### src/rtl/uart_tx_fifo_pkg.sv
// uart_tx_fifo_pkg: shared drain-FSM state encoding and default FIFO depth
package uart_tx_fifo_pkg;
  localparam int UART_TX_FIFO_DEPTH = 16;
  typedef enum logic [1:0] {S_IDLE, S_REQ, S_ACK, S_BUSY} state_t;
endpackage

### src/rtl/uart_tx_fifo_mem.sv
// sync_fifo_mem: DEPTH x 8 storage, one synchronous write port (clk, we, waddr, wdata), combinational read (raddr -> rdata)
module sync_fifo_mem #(
  parameter int DEPTH  = 16,
  parameter int ADDR_W = 4
) (
  input  logic              clk,
  input  logic              we,
  input  logic [ADDR_W-1:0] waddr,
  input  logic [7:0]        wdata,
  input  logic [ADDR_W-1:0] raddr,
  output logic [7:0]        rdata
);
  logic [7:0] mem [DEPTH];
  always_ff @(posedge clk)
    if (we) mem[waddr] <= wdata;
  assign rdata = mem[raddr];
endmodule

### src/rtl/uart_tx_fifo.sv
// uart_tx_fifo: bus-side byte FIFO draining into a UART transmitter; ports clk_bus/rst, push (wr_en/wr_data), flush, ovf_clr, status (full/empty/count/overflow), transmitter handshake (tx_request/tx_data out, tx_idle in)
module uart_tx_fifo
  import uart_tx_fifo_pkg::*;
#(
  parameter int DEPTH  = UART_TX_FIFO_DEPTH,
  parameter int ADDR_W = $clog2(DEPTH)
) (
  input  logic            clk_bus,
  input  logic            rst,
  input  logic            wr_en,
  input  logic [7:0]      wr_data,
  input  logic            flush,
  input  logic            ovf_clr,
  output logic            full,
  output logic            empty,
  output logic [ADDR_W:0] count,
  output logic            overflow,
  output logic            tx_request,
  output logic [7:0]      tx_data,
  input  logic            tx_idle
);
  logic [ADDR_W:0] wr_ptr, rd_ptr;
  logic [7:0]      rd_data;
  logic            push, pop, ack_seen;
  state_t          state;
  assign count = wr_ptr - rd_ptr;
  assign empty = wr_ptr == rd_ptr;
  assign full  = (wr_ptr[ADDR_W] != rd_ptr[ADDR_W]) && (wr_ptr[ADDR_W-1:0] == rd_ptr[ADDR_W-1:0]);
  assign push  = wr_en && !full && !flush;
  assign pop   = state == S_IDLE && !empty && tx_idle && !flush;
  sync_fifo_mem #(.DEPTH(DEPTH), .ADDR_W(ADDR_W)) u_mem (
    .clk(clk_bus), .we(push), .waddr(wr_ptr[ADDR_W-1:0]), .wdata(wr_data),
    .raddr(rd_ptr[ADDR_W-1:0]), .rdata(rd_data)
  );
  always_ff @(posedge clk_bus)
    if (rst) begin
      wr_ptr   <= '0;
      rd_ptr   <= '0;
      overflow <= 1'b0;
    end else begin
      wr_ptr   <= flush ? '0 : wr_ptr + {{ADDR_W{1'b0}}, push};
      rd_ptr   <= flush ? '0 : rd_ptr + {{ADDR_W{1'b0}}, pop};
      // a dropped push wins over a same-cycle clear
      overflow <= (wr_en && full && !flush) || (overflow && !ovf_clr);
    end
  // ack_seen marks one S_ACK cycle already spent with tx_idle high, so a
  // transmitter that never drops idle still releases the FSM after two cycles
  always_ff @(posedge clk_bus)
    if (rst) begin
      state      <= S_IDLE;
      tx_request <= 1'b0;
      tx_data    <= 8'h00;
      ack_seen   <= 1'b0;
    end else begin
      tx_request <= pop;
      if (pop) tx_data <= rd_data;
      ack_seen   <= state == S_ACK && tx_idle;
      state      <= state == S_IDLE ? (pop ? S_REQ : S_IDLE) :
                    state == S_REQ  ? S_ACK :
                    state == S_ACK  ? (!tx_idle ? S_BUSY : ack_seen ? S_IDLE : S_ACK) :
                    (tx_idle ? S_IDLE : S_BUSY);
    end
endmodule
### config.mk
export PLATFORM = sky130hd
export DESIGN_NAME = uart_tx_fifo
export DESIGN_NICKNAME = d
export VERILOG_FILES = /design/src/rtl/uart_tx_fifo_pkg.sv /design/src/rtl/uart_tx_fifo_mem.sv /design/src/rtl/uart_tx_fifo.sv
export SDC_FILE = /design/constraint.sdc
export NUM_CORES = 1
export LEC_CHECK = 0
export BUFFER_PORTS_ARGS = -buffer_cell sky130_fd_sc_hd__buf_2
export CAP_MARGIN = 10
export CORE_MARGIN = 4
export CORE_UTILIZATION = 32
export CTS_CLUSTER_DIAMETER = 150
export CTS_CLUSTER_SIZE = 30
export DETAILED_ROUTE_END_ITERATION = 10
export MAX_ROUTING_LAYER = met4
export PLACE_DENSITY = 0.55
export SLEW_MARGIN = 20
export SYNTH_ARGS = -nofsm -noshare
export SYNTH_HDL_FRONTEND = slang
export SYNTH_SLANG_ARGS = --single-unit
### constraint.sdc
create_clock -name clk_bus -period 3.25 [get_ports clk_bus]
set_input_delay 0 -clock clk_bus [delete_from_list [all_inputs] [get_ports clk_bus]]
set_output_delay 0 -clock clk_bus [all_outputs]
set_load 0.05 [all_outputs]
# After elaboration in Yosys (flattened, before gate mapping)
# Memories as Yosys holds them, arrays and structs flattened. A register that Yosys moved wholly into a read port is not among the register bits.
# Cells that the tools add are included.
# classes
add_sub_neg	3
eq_ne	5
n_mux	9
reduce_logical	17
# op_table
operator	n
2-bit two-way mux	6
5-bit by 1-bit adder with 5-bit output	2
1-bit logical AND	10
5-bit equality test	1
5-bit subtractor	1
4-bit equality test	1
1-bit zero test	4
1-bit two-way mux	3
2-bit by 1-bit equality test with 1-bit output (second input constant)	1
2-bit equality test (second input constant)	1
2-bit zero test	1
2-bit OR reduction	1
1-bit logical OR	1
1-bit inequality test	1
# totals
reg_bits	15
ram_bits	128
inputBits	14
output_inout_bits	17
memories	1
# memory_table
name	depth	word_bits	read_ports	rd_ports_with_merged_regs	write_ports	line	rtl
u_mem.mem	16	8	1	1	1	uart_tx_fifo_mem.sv:13	logic [7:0] mem [DEPTH];

# Depth between registers and ports, before layout
# logic_depth
depth_word	7
depth_mapped	14
mapped_depth_nobuf	9

# By module
# A second synthesis with hierarchy kept.
# hier_totals
cells_unflattened	328
area_unflattened_um2	6050.8
# modules_own_cells
module	instances	cells_per_inst	area_per_inst_um2	seq_area_each_um2
sync_fifo_mem	1	221	4987.3	3843.7
uart_tx_fifo	1	107	1063.5	460.4

# Worst setup path before layout
# No wires, ideal clock.
# synth_timing
path_type	register to register
start	reg rd_ptr[1]
end	mem u_mem.mem[0][0], enable pin
setup_ns	0.383
t_arrival_ns	2.884
required_ns	2.867
path_slack_ns	-0.017
path_stages_with_launch	10
path_buffers	3
synth_period_minus_slack_ns	3.267
path_cell_list	dfxtp_1 > buf_2 > buf_4 > buf_2 > inv_1 > ha_1 > nand4_1 > nor2_1 > or4_1 > nor3_1
# synth_between
elab_chain_cells	7
# synth_lines
element	line	rtl
start: declaration	uart_tx_fifo.sv:22	logic [ADDR_W:0] wr_ptr, rd_ptr;
start signal: assignment	uart_tx_fifo.sv:42	rd_ptr <= flush ? '0 : rd_ptr + {{ADDR_W{1'b0}}, pop};
4-bit equality test	uart_tx_fifo.sv:28	assign full = (wr_ptr[ADDR_W] != rd_ptr[ADDR_W]) && (wr_ptr[ADDR_W-1:0] == rd_ptr[ADDR_W-1:0]);
1-bit logical AND	uart_tx_fifo.sv:28	
net full	uart_tx_fifo.sv:14	output logic full,
1-bit zero test	uart_tx_fifo.sv:29	assign push = wr_en && !full && !flush;
1-bit logical AND (2 in series)	uart_tx_fifo.sv:29	
1-bit two-way mux	uart_tx_fifo_mem.sv:15	if (we) mem[waddr] <= wdata;
1-bit two-way mux (implied by the code)	uart_tx_fifo_mem.sv:15	
end: declaration	uart_tx_fifo_mem.sv:13	
# The timed path passes the listed nets, and every way through them passes these cells.

# Worst setup path after layout
# layout_timing
start	reg rd_ptr[3]
end	mem u_mem.mem[0][7], enable pin
# layout_between
elab_chain_cells	7
# layout_lines
element	line
4-bit equality test	uart_tx_fifo.sv:28
1-bit logical AND	uart_tx_fifo.sv:28
1-bit zero test	uart_tx_fifo.sv:29
1-bit logical AND (2 in series)	uart_tx_fifo.sv:29
1-bit two-way mux	uart_tx_fifo_mem.sv:15
1-bit two-way mux (implied by the code)	uart_tx_fifo_mem.sv:15
# No other way between the ends.

==> out/results.tsv <==
metric	value	unit
rsz0062_at_grt	false	
antenna_left	0	
grt_max_degree	52	
fin_setup_tns	0	ps
final_hold_viol_count	0	
vias	3202	
area_delta_synth_final	20.2	%
core	18600	sq um
clock_latency	420	ps
synth_top_family_by_area	multiplexers	
diodes	0	
drc	0	
synthCells	358	
start_util	32.5	%
path_max_fanout	10	
yosysSeqAreaShare	71.0	%
skew	8.31	ps
fill_cells	1716	
wl_per_cell	19.1	microns
crit_arrival	2770	ps
p_leak	2.40	nW
gp_congestion	0.785	
synth-xor-area-share	1.59	%
cp_data_required_time	3300	ps
die-area	21200	sq um
p_comb_share	2.5	%
power_density	581	nW/um^2
vias_per_cell	4.79	
sw_frac_of_total	19.4	%
htree_levels	4	
die_w	146	microns
grt_pass1_wl	19400	microns
rows	50	
syn-num-nets	381	
hp-class	primary input to flop	
synthFlopType	edfxtp_1	
synthArstFlopShare	0	%
tightest_slew	853	ps
clk_pin_slew	60	ps
worstSetupPathType	flop to flop	
pre_cts_ws	537	ps
synthAdderAreaFrac	1.98	%
final-max-slew-violation-count	0	
synth_edf_count	128	
cts_tree	yes	
fin_ws	528	ps
vdd_ir_drop_max	0.279	mV
hpwl	8130	microns
grt_antenna_before_repair	0	
dr.first_iter.drc_count	206	
cap_violations	0	
post-route-period-util	83.7	%
clock.fmax	0.367	GHz
cts_root_buf	clkbuf_16	
yosysWarnings	0	
synth_seq_cells	151	
overflow	0	
synthSimpleGateAreaFrac	5.02	%
power.switching	0.820	mW
setup_viol	0	
crit_path_start_kind	flop	
cts_buffers	17	
end_kind	flop	
io_pins	31	
clockBufferDepth	2	
cts_resized	0	
clkPwrFrac	47.6	%
relSlewSlack	43.1	%
sequentialPowerShare	49.9	%
die_h	146	microns
grt_pass1_vias	3251	
cts_sinks	151	
p_int	3.41	mW
synth_compound_area_share	4.71	%
track_usage	12.7	%
drive_gt1_share	21.7	%
drt-total-wl	12800	microns
synth.avg_cell_area	16.9	sq um
dr.pass1.iters	4	
layout.nets	444	
ys_types	39	
synthMuxAreaShare	13.5	%
status	completed	
io_buffer_count	30	
fin_crit	2720	ps
synth_area	6060	sq um
==> registers in the layout, indices dropped and copies added, names as in the netlist <==
name	cells
overflow	1
wr_ptr	5
ack_seen	1
rd_ptr	5
tx_data	8
u_mem.mem	128
tx_request	1
state	2
==> final cells by class <==
type	count	area (sq um)	share of cell area (%)
Sequential cell	151	4310	59.1
Multi-Input combinational cell	180	1630	22.3
Clock buffer	17	425	5.84
Timing Repair Buffer	61	413	5.67
Tap cell	234	293	4.02
Clock inverter	15	185	2.54
Inverter	10	37.5	0.515
==> metrics by stage <==
| step | util, % | hold slack, ps | power [mW] | cells | cell area [sq um] |
|---|---|---|---|---|---|
| after floorplan | - | 71.6 | 2.20 | 358 | 6070 |
| after global placement | 35.2 | 270 | 2.25 | 624 | 6560 |
| after detailed placement | 35.2 | 273 | 2.25 | 624 | 6560 |
| after CTS | 39.0 | 0.908 | 4.27 | 667 | 7280 |
| after global routing | 39.1 | 10.1 | 4.37 | 668 | 7290 |
| final | 39.1 | 11.7 | 4.23 | 668 | 7290 |
==> worst paths after layout <==
path                           startpoint                        end  slack, ps  depth (start not counted)
setup / recovery     rd_ptr[3]$_SDFF_PP0_  u_mem.mem[0][7]$_DFFE_PP_        530                          6
hold / removal                 wr_data[7]  u_mem.mem[7][7]$_DFFE_PP_         10                          1
hold reg to reg   tx_data[4]$_SDFFE_PP0P_    tx_data[4]$_SDFFE_PP0P_        500                          2
setup reg to reg     rd_ptr[3]$_SDFF_PP0_  u_mem.mem[0][7]$_DFFE_PP_        530                          6
==> worst max-delay path: stages (launching register included) <==
cell     delay, ps
dfxtp_1        430
inv_2          150
ha_1           370
nand4_1        200
nor2_1          80
or4_1          570
nor3_2         550
==> what timing repair did <==
| action | in CTS | in global routing |
|---|---|---|
| hold endpoints to repair | 91 | 1 |
| endpoints found under the setup margin | 0 | 0 |
| buffers inserted | 0 | 0 |
| hold buffers | 11 | 1 |
==> cells in the final DEF (no fill, tap or decap), types with 6 or more instances in the layout <==
cell / Yosys / routed
buf_4: 3 / 19
buf_2: 6 / 30
a211oi_1: 16 / 16
ha_1: 8 / 8
mux2_2: 8 / 8
dlygate4sd3_1: 0 / 12
nor2_1: 31 / 31
xnor2_1: 7 / 7
nand3_1: 6 / 6
dfxtp_1: 23 / 22
inv_1: 9 / 9
mux2i_1: 32 / 32
o22ai_1: 16 / 16
clkbuf_16: 0 / 17
edfxtp_1: 128 / 128
mux4_1: 12 / 12
==> synthesized netlist by cell type (4+ instances only) <==
library cell	number	area (sq um)
nand3_1	6	30.0
mux4_2	4	90.1
nor2_1	31	116
mux4_1	12	315
xnor2_1	7	61.3
buf_2	6	30.0
a211oi_1	16	120
o22ai_1	16	100
nand3b_1	4	30.0
and2_1	4	25.0
mux2i_1	32	320
dfxtp_1	23	460
nor3_1	4	20.0
clkbuf_1	4	15.0
ha_1	8	100
mux2_2	8	90.1
a21oi_1	4	20.0
edfxtp_1	128	3840
xor2_1	4	35.0
inv_1	9	33.8
==> power by group through the flow <==
stage               Clock, mW  Sequential [mW]  Combinational [mW]
floorplan                   0             2.16              0.0387
global placement            0             2.15              0.0956
detailed placement          0             2.15              0.0983
CTS                      2.06             2.11               0.107
global route             2.14             2.11               0.115
finish                   2.02             2.11               0.105
==> per-layer routing <==
| layer | global-route usage (%) | up-vias | wire, microns |
|---|---|---|---|
| li1 | - | 1533 | - |
| met1 | 16.8 | 1584 | 6150 |
| met2 | 18.4 | 69 | 5900 |
| met3 | 3.46 | 16 | 438 |
| met5 | - | - | 0 |
| met4 | 5.60 | 0 | 288 |
==> cells by family (layout without fill, tap and decap cells) <==
| group | count (synthesis) | count (layout) |
|---|---|---|
| xor+xnor | 11 | 11 |
| compound gates | 42 | 42 |
| mux | 56 | 56 |
| flops | 151 | 151 |
| fa+ha+maj | 9 | 9 |
| simple gates | 62 | 62 |
| buf+inv | 27 | 103 |
(Power assumes the default switching activity.)
